==> src/rtl/fifo_pkg.sv <==
// Shared defaults and state encoding for the fifo / RAM streaming blocks.
package fifo_pkg;

   localparam int unsigned DEF_DATA_WIDTH = 8;
   localparam int unsigned DEF_ADDR_WIDTH = 13;
   localparam int unsigned DEF_RAM_DEPTH  = 5000;

   typedef enum logic [1:0] {
      S_IDLE   = 2'd0,
      S_STREAM = 2'd1,
      S_DRAIN  = 2'd2,
      S_DONE   = 2'd3
   } state_t;

endpackage

==> src/rtl/ram_stream_reader.sv <==
// Reads a frame of consecutive RAM words (wrapping at RAM_DEPTH) and emits
// them as a registered valid/ready stream with a last marker.
module ram_stream_reader
   import fifo_pkg::*;
#(
   parameter int unsigned DATA_WIDTH = DEF_DATA_WIDTH,
   parameter int unsigned ADDR_WIDTH = DEF_ADDR_WIDTH,
   parameter int unsigned RAM_DEPTH  = DEF_RAM_DEPTH
) (
   input  logic                  i_clk,
   input  logic                  i_rst,
   input  logic                  i_start,
   input  logic [ADDR_WIDTH-1:0] i_base_addr,
   input  logic [ADDR_WIDTH-1:0] i_length,
   input  logic                  i_abort,
   output logic [ADDR_WIDTH-1:0] o_ram_addr,
   output logic                  o_ram_oe,
   input  logic [DATA_WIDTH-1:0] i_ram_data,
   output logic [DATA_WIDTH-1:0] o_m_data,
   output logic                  o_m_valid,
   input  logic                  i_m_ready,
   output logic                  o_m_last,
   output logic                  o_busy,
   output logic                  o_done
);

   localparam logic [ADDR_WIDTH-1:0] LAST_ADDR = ADDR_WIDTH'(RAM_DEPTH - 1);
   localparam logic [ADDR_WIDTH-1:0] ONE       = ADDR_WIDTH'(1);

   state_t                r_state;
   logic [ADDR_WIDTH-1:0] r_rd_addr;
   logic [ADDR_WIDTH-1:0] r_remaining;
   logic [DATA_WIDTH-1:0] r_m_data;
   logic                  r_m_valid;
   logic                  r_m_last;
   logic                  r_busy;
   logic                  r_ram_oe;
   logic                  r_done;

   state_t                w_state_nxt;
   logic [ADDR_WIDTH-1:0] w_rd_addr_nxt;
   logic [ADDR_WIDTH-1:0] w_remaining_nxt;
   logic [DATA_WIDTH-1:0] w_m_data_nxt;
   logic                  w_m_valid_nxt;
   logic                  w_m_last_nxt;
   logic                  w_base_ok;
   logic                  w_accept;
   logic                  w_load;

   assign w_base_ok = (32'(i_base_addr) < RAM_DEPTH);
   assign w_accept  = r_m_valid && i_m_ready;
   assign w_load    = (!r_m_valid || i_m_ready) && (r_remaining != '0);

   // Next-state and datapath update; abort always beats a pending load.
   always_comb begin
      w_state_nxt     = r_state;
      w_rd_addr_nxt   = r_rd_addr;
      w_remaining_nxt = r_remaining;
      w_m_data_nxt    = r_m_data;
      w_m_valid_nxt   = r_m_valid;
      w_m_last_nxt    = r_m_last;
      case (r_state)
         S_IDLE: begin
            if (i_start) begin
               if ((i_length != '0) && w_base_ok) begin
                  w_state_nxt     = S_STREAM;
                  w_rd_addr_nxt   = i_base_addr;
                  w_remaining_nxt = i_length;
               end else begin
                  w_state_nxt = S_DONE;
               end
            end
         end
         S_STREAM: begin
            if (i_abort) begin
               w_state_nxt   = S_DONE;
               w_m_valid_nxt = 1'b0;
               w_m_last_nxt  = 1'b0;
            end else begin
               if (w_accept) begin
                  w_m_valid_nxt = 1'b0;
               end
               if (w_load) begin
                  w_m_data_nxt    = i_ram_data;
                  w_m_valid_nxt   = 1'b1;
                  w_m_last_nxt    = (r_remaining == ONE);
                  w_rd_addr_nxt   = (r_rd_addr == LAST_ADDR) ? '0 : r_rd_addr + ONE;
                  w_remaining_nxt = r_remaining - ONE;
                  if (r_remaining == ONE) begin
                     w_state_nxt = S_DRAIN;
                  end
               end
            end
         end
         S_DRAIN: begin
            if (i_abort || w_accept) begin
               w_state_nxt   = S_DONE;
               w_m_valid_nxt = 1'b0;
               w_m_last_nxt  = 1'b0;
            end
         end
         S_DONE: begin
            w_state_nxt = S_IDLE;
         end
         default: begin
            w_state_nxt = S_IDLE;
         end
      endcase
   end

   // Status flags are registered from the next state so they track r_state exactly.
   always_ff @(posedge i_clk) begin
      if (i_rst) begin
         r_state     <= S_IDLE;
         r_rd_addr   <= '0;
         r_remaining <= '0;
         r_m_data    <= '0;
         r_m_valid   <= 1'b0;
         r_m_last    <= 1'b0;
         r_busy      <= 1'b0;
         r_ram_oe    <= 1'b0;
         r_done      <= 1'b0;
      end else begin
         r_state     <= w_state_nxt;
         r_rd_addr   <= w_rd_addr_nxt;
         r_remaining <= w_remaining_nxt;
         r_m_data    <= w_m_data_nxt;
         r_m_valid   <= w_m_valid_nxt;
         r_m_last    <= w_m_last_nxt;
         r_busy      <= (w_state_nxt != S_IDLE);
         r_ram_oe    <= (w_state_nxt == S_STREAM);
         r_done      <= (w_state_nxt == S_DONE);
      end
   end

   assign o_ram_addr = r_rd_addr;
   assign o_ram_oe   = r_ram_oe;
   assign o_m_data   = r_m_data;
   assign o_m_valid  = r_m_valid;
   assign o_m_last   = r_m_last;
   assign o_busy     = r_busy;
   assign o_done     = r_done;

endmodule

==> config.mk <==
export PLATFORM = sky130hd
export DESIGN_NAME = ram_stream_reader
export DESIGN_NICKNAME = d
export VERILOG_FILES = /design/src/rtl/fifo_pkg.sv /design/src/rtl/ram_stream_reader.sv
export SDC_FILE = /design/constraint.sdc
export NUM_CORES = 1
export LEC_CHECK = 0
export CAP_MARGIN = 20
export CORE_UTILIZATION = 53
export CTS_BUF_LIST = sky130_fd_sc_hd__clkbuf_16
export CTS_CLUSTER_SIZE = 12
export DETAILED_ROUTE_END_ITERATION = 16
export MAX_ROUTING_LAYER = met4
export PLACE_DENSITY = 0.89
export SLEW_MARGIN = 0
export SYNTH_ARGS = -nofsm -noshare
export SYNTH_HDL_FRONTEND = slang
export SYNTH_SLANG_ARGS = --single-unit
==> constraint.sdc <==
create_clock -name i_clk -period 3.1 [get_ports i_clk]
set_input_delay 0.31 -clock i_clk [delete_from_list [all_inputs] [get_ports i_clk]]
set_output_delay 0.31 -clock i_clk [all_outputs]
set_load 0.05 [all_outputs]
==> metrics, run 1 <==
final setup fails=0; Final Power=2.19 mW; syn avg cell area=8.26 sq um; fmax=0.368 GHz; Worst R2R Start=o_ram_addr[0]; WHS Endpoint=o_m_last; WS Path Type=flip-flop to flip-flop; required time of the critical path=3.26 ns; TNS Setup=0 ns; Post-synth EDFFs=0; Syn-to-layout area delta=32.4%; reg-to-reg endpoint=o_ram_addr[3]; detailed-route wire length per cell=18.1 microns; initial DRC count=426; most frequent cell after synthesis=dfxtp_1; crit path launch type=flip-flop; Hold Path Depth=2; synthesized area=2540 sq um; RSZ-0062 raised after global routing=false; asr flop ratio synth=0%; share of cells above drive strength 1=11.3%; core area=4470 sq um; post-synth top area share=32.3%; clock buffer depth=2; Die W=71.3 microns; fin. max-slew vios=0; Area contributors post-synth=dfxtp_1 (32%), a21oi_1 (5.7%), o21ai_0 (3.9%), a211oi_2 (3.4%), nor4_1 (3.4%); Root Driver=clkbuf_16; routability cong.=0.916; gr usage total=31.3%; first-pass GRT wire length=12200 microns; failing checks=DRC; clock latency on the worst-skew pair=0.28 ns; post-CTS resize count=0; max cap viols=0; Data arrival, critical path=2.87 ns; Mapped Cells=308; Primary FF master, synth=dfxtp_1; via/cell ratio=6.76; HP Class=flip-flop to flip-flop; Non-Filler Instances=416; status=complete, but fails checks; Remaining DRCs=4; flop2flop setup slack=0.39 ns; worst hold slack=0.464 ns; Post-Syn Nets=351; leak pwr=1.20 nW; Core Util, Final=75.3%; Reg2Reg Depth=7; peak supply drop=0.431 mV; Max transition margin=39.0%; Die Area=5080 sq um; Synth top cells by count=dfxtp_1 (41), a21oi_1 (29), nor2_1 (23), o21ai_0 (20), nand2_1 (17); 1st-pass router iterations=12; TritonCTS buffer count=5; antenna-violating nets left=0; Seq/Total Area, Yosys=32.3%; HPWL reported at the end of detailed placement=5060 microns; Boundary Pins=65; I/O Buffers=64; Pwr per Cell Area=649 nW/um^2; HP Start=o_m_last; initial antenna violation count=0; worst-margin pin slew=0.914 ns; CP max FO=6; GRT Residual Overflow=0; antenna cells=0; TritonCTS Sinks=41; clock skew=0.00535 ns; hold buffer count at CTS=0; DRT Wirelength=7540 microns; largest net degree at the start of global routing=49; starting density of the core=56.9%; postcts setup bufs=0; Hold Vio Cnt, Final=0; beginning of the critical path=o_ram_addr[0]; Setup crit end kind=flip-flop; Seq cells post-synth=41; Die Y=71.3 microns; vias in the first global route=2529; clock transition at the registers of the reported paths=0.06 ns; row count=24; H-tree depth=2; Cell variety after synth=60; synth warn=0; Final min period=2.71 ns; final period utilization=87.6%; clock tree from TritonCTS=built; Synth area leader=dfxtp_1; final net count=406; DR vias=2811; placed insts=408
## cell usage in the layout (no fill, tap or decap), drive strengths merged, types with 2 or more instances in the layout
cell and n:
o41ai 3, or3 5, a2111oi 4, nand3 10, o211a 2, ha 4
o211ai 3, o311ai 7, nand4 3, nor2 24, o21ai 23, clkbuf 5
o22ai 2, or4 4, nand2b 2, a21oi 29, nor4b 2, a31oi 4
xnor2 4, a2bb2oi 4, a211oi 7, a32o 3, buf 9, nor2b 5
a31o 2, inv 10, nand2 17, nor4 15, or2 3, o31ai 7
or3b 2, dfxtp 41, mux2i 8, clkdlybuf4s50 64, nor3 10
## final cells by class
class	instances	area [sq um]
multi-input combinational	232	1570
fill	318	1110
sequential	41	821
timing repair buffer	73	708
clock buffer	5	125
tap	52	65.1
clock inverter	3	46.3
inverter	10	37.5
## flip-flops by register name (all words and copies together) (netlist names)
| name | count |
|---|---|
| o_m_valid | 1 |
| r_state | 2 |
| o_m_data | 8 |
| o_ram_oe | 1 |
| r_remaining | 13 |
| o_ram_addr | 13 |
| o_done | 1 |
| o_busy | 1 |
| o_m_last | 1 |
## how the worst max path moves through the flow
stage	slack, ns	end
after detailed placement	0.51	o_ram_addr[3]
after global placement	0.59	o_ram_addr[3]
final	0.39	o_ram_addr[3]
after floorplan	0.59	o_ram_addr[5]
after global routing	0.25	o_ram_addr[3]
after CTS	0.42	o_ram_addr[3]
## kinds of logic (layout without fill, tap and decap cells)
| kind of cell | Yosys count | after routing | share of synthesized area, % |
|---|---|---|---|
| buffers and inverters | 35 | 91 | 6.20 |
| and+or+nand+nor | 106 | 106 | 23.7 |
| xor gates and xnor gates | 4 | 4 | 1.38 |
| adders and majority gates | 4 | 4 | 1.97 |
| DFF | 41 | 41 | 32.3 |
| AOI/OAI and AO/OA | 110 | 110 | 31.4 |
| muxes | 8 | 8 | 3.15 |
## critical path, cell delays in order, from the launching register on
cell and delay, ns:
dfxtp_1 0.44, ha_1 0.28, or4bb_1 0.56, o41ai_2 0.58, buf_4 0.25, a31oi_1 0.05, o311ai_0 0.31, o31ai_1 0.12
## report_power, final
part           total (mW)  switching [mW]  internal, mW
combinational       0.875           0.528         0.347
clock               0.606           0.225         0.381
sequential          0.705           0.103         0.602
## per-layer routing
metal,routed length [microns],global-route usage (%)
met1,3090,40.5
met2,3520,50.5
met3,760,5.34
met4,169,8.89
met5,0,-
## through the flow
stage	setup WS, ns	area, sq um
2_1_floorplan	0.586	2540
3_3_place_gp	0.594	3200
3_5_place_dp	0.505	3200
4_1_cts	0.423	3370
5_1_grt	0.249	3370
6_report	0.386	3370
(Power assumes the default switching activity.)
==> run 2: changes to the inputs <==
--- a/config.mk
+++ b/config.mk
@@ -5,7 +5,6 @@
 export SDC_FILE = /design/constraint.sdc
 export NUM_CORES = 1
 export LEC_CHECK = 0
-export CAP_MARGIN = 20
 export CORE_UTILIZATION = 53
 export CTS_BUF_LIST = sky130_fd_sc_hd__clkbuf_16
 export CTS_CLUSTER_SIZE = 12
==> results of run 2 <==
Same layout as run 1: the final DEF is identical, and so are final timing and power.
==> RTL change (settings of run 1) <==
Reset style: asynchronous (`i_rst`), changed in one clocked block.
--- a/src/rtl/ram_stream_reader.sv
+++ b/src/rtl/ram_stream_reader.sv
@@ -111,3 +111,3 @@
    // Status flags are registered from the next state so they track r_state exactly.
-   always_ff @(posedge i_clk) begin
+   always_ff @(posedge i_clk or posedge i_rst) begin
       if (i_rst) begin
Formal check against the unedited RTL: differs if i_rst is asserted again (counterexample within 4 cycles, from zero or initial values and one cycle with i_rst high); with i_rst held inactive, the same outputs for 10 cycles.
==> RTL change against run 1 <==
  * Critical path type unchanged
  * Cell area rose by 0.11%
  * Critical path depth did not move
  * Routed wire length fell by 1.6%
  * Sequential cell count did not move
  * Setup slack got worse by 73 ps
  * Non-clock buffer count fell by 2
  * Area after synthesis fell by 0.25%
  * The flow still finishes with violations (DRC)
  * Global-route usage rose by 0.62 points
Power is not compared: it rests on default switching activity, and its combinational part moved more than twofold at a synthesized area within 25%.
==> RTL change: results <==
[run_status]
status = finished, violations left
violations = DRC

[cts]
postCtsHoldBufs = 0
cts_buffers = 5
cts_buffer_depth = 2
clk_latency_ps = 290
post_cts_buffers = 0
root_buffer = clkbuf_16
path_clk_slew_ps = 60

[detailed_routing]
drc = 1
num_vias = 2701
firstDrtPassIters = 11
post_drt_wl_per_cell_um = 18.06
drt_iter0_markers = 250

[grt]
grt_pass1_vias = 2519
grt_pass1_wl_um = 12260
grt_max_degree = 30
grtUsageTotal_pct = 31.91
antenna_found_initial = 0

[synth]
ys_seq_area_share_pct = 40.43
syn-num-nets = 337
async_flop_share_pct = 100.0
ys_types = 61
yosysMostFrequentCell = nand2_1
synthTopCellsByArea = dfrtp_1 40%, nand2_1 7.1%, a21oi_1 5.1%
synth_top_cells_by_count = 48 x nand2_1, 41 x dfrtp_1, 26 x a21oi_1

[setup_path]
max_stage_delay_ps = 530
crit_buf_inv = 1
critPathTopFamily = simple AND/OR/NAND/NOR gates
critPathSlowestCell = o21ai_2
path_max_fanout = 13
crit_arrival_ps = 2930

[placement]
place.gp.congestion = 0.9790
dp_slack_ps = 372.0
io_buffers = 64
placed_area_mm2 = 0.003229
dp_hpwl_um = 5347

[pwr]
ir_drop_mv = 0.6779
power.internal_uw = 1861
leakage_uw = 0.001334

[finish]
num-nets-final = 401
area_growth_pct = 32.89
fillers = 327
antenna_cells = 0
drive_gt1_share_pct = 7.521

[worst_hold_path]
hold_path_class = input port to async pin

[timing]
maxSlewHeadroom_pct = 46.18
fin_skew_ps = 5.093
==> RTL change: changes by cell type after synthesis, sizes merged, moves of 4 or more <==
cell / before / now
mux2i: 8 / 1
o311ai: 7 / 1
dfxtp: 41 / 0
xnor2: 4 / 0
a2bb2oi: 4 / 0
dfrtp: 0 / 41
nor2: 24 / 14
a2111oi: 4 / 0
clkbuf: 16 / 7
nand2: 17 / 48
o2bb2ai: 1 / 8
==> RTL change: worst paths after layout <==
kind | endpoint | start | slack, ps
hold / removal | r_remaining[12]$_DFFE_PP0P_ | i_rst | 380
max in group asynchronous | r_state[1]$_DFF_PP0_ | i_rst | 1960
setup / recovery | r_remaining[12]$_DFFE_PP0P_ | r_remaining[0]$_DFFE_PP0P_ | 310
setup reg to reg | r_remaining[12]$_DFFE_PP0P_ | r_remaining[0]$_DFFE_PP0P_ | 310
hold reg to reg | o_m_data[5]$_DFFE_PP0P_ | o_m_data[5]$_DFFE_PP0P_ | 470
min in group i_clk | o_m_data[5]$_DFFE_PP0P_ | o_m_data[5]$_DFFE_PP0P_ | 470
==> RTL change: per-stage QoR <==
step / std cells / total power, uW
floorplan: 294 / 2540
global placement: 403 / 3171
detailed placement: 403 / 3214
CTS: 411 / 3737
global route: 411 / 3976
finish: 411 / 3765
==> RTL change: layer usage <==
metal	wire [um]	vias to the layer above	GRT usage, %
met3	557	18	5.556
met1	3228	1290	43.34
met2	3487	143	48.57
met4	148	0	10.22
li1	-	1250	-
met5	0	-	-
==> RTL change: power by group through the flow <==
stage	Clock [uW]	Sequential, uW	Combinational [uW]
after CTS	510	1130	2090
final	512	1150	2100
after detailed placement	0	1140	2080
after global routing	530	1190	2260
after global placement	0	1120	2050
after floorplan	0	1580	964
==> RTL change: final cells by class <==
| class | count | area share, % |
|---|---|---|
| multi-input combinational | 231 | 41.97 |
| clock buffer | 5 | 3.711 |
| sequential | 41 | 30.43 |
| timing repair buffer | 71 | 20.56 |
| inverter | 8 | 0.8905 |
| clock inverter | 3 | 0.5195 |
| tap | 52 | 1.930 |
==> RTL change: cells by family (layout without fill, tap and decap cells) <==
kind of cell,count (synthesis),count (layout),share of synthesized area [%]
compound gates,96,96,25.79
buf+inv,22,87,4.043
mux,3,3,1.282
flops,41,41,40.43
simple gates,128,128,26.48
fa+ha+maj,4,4,1.972
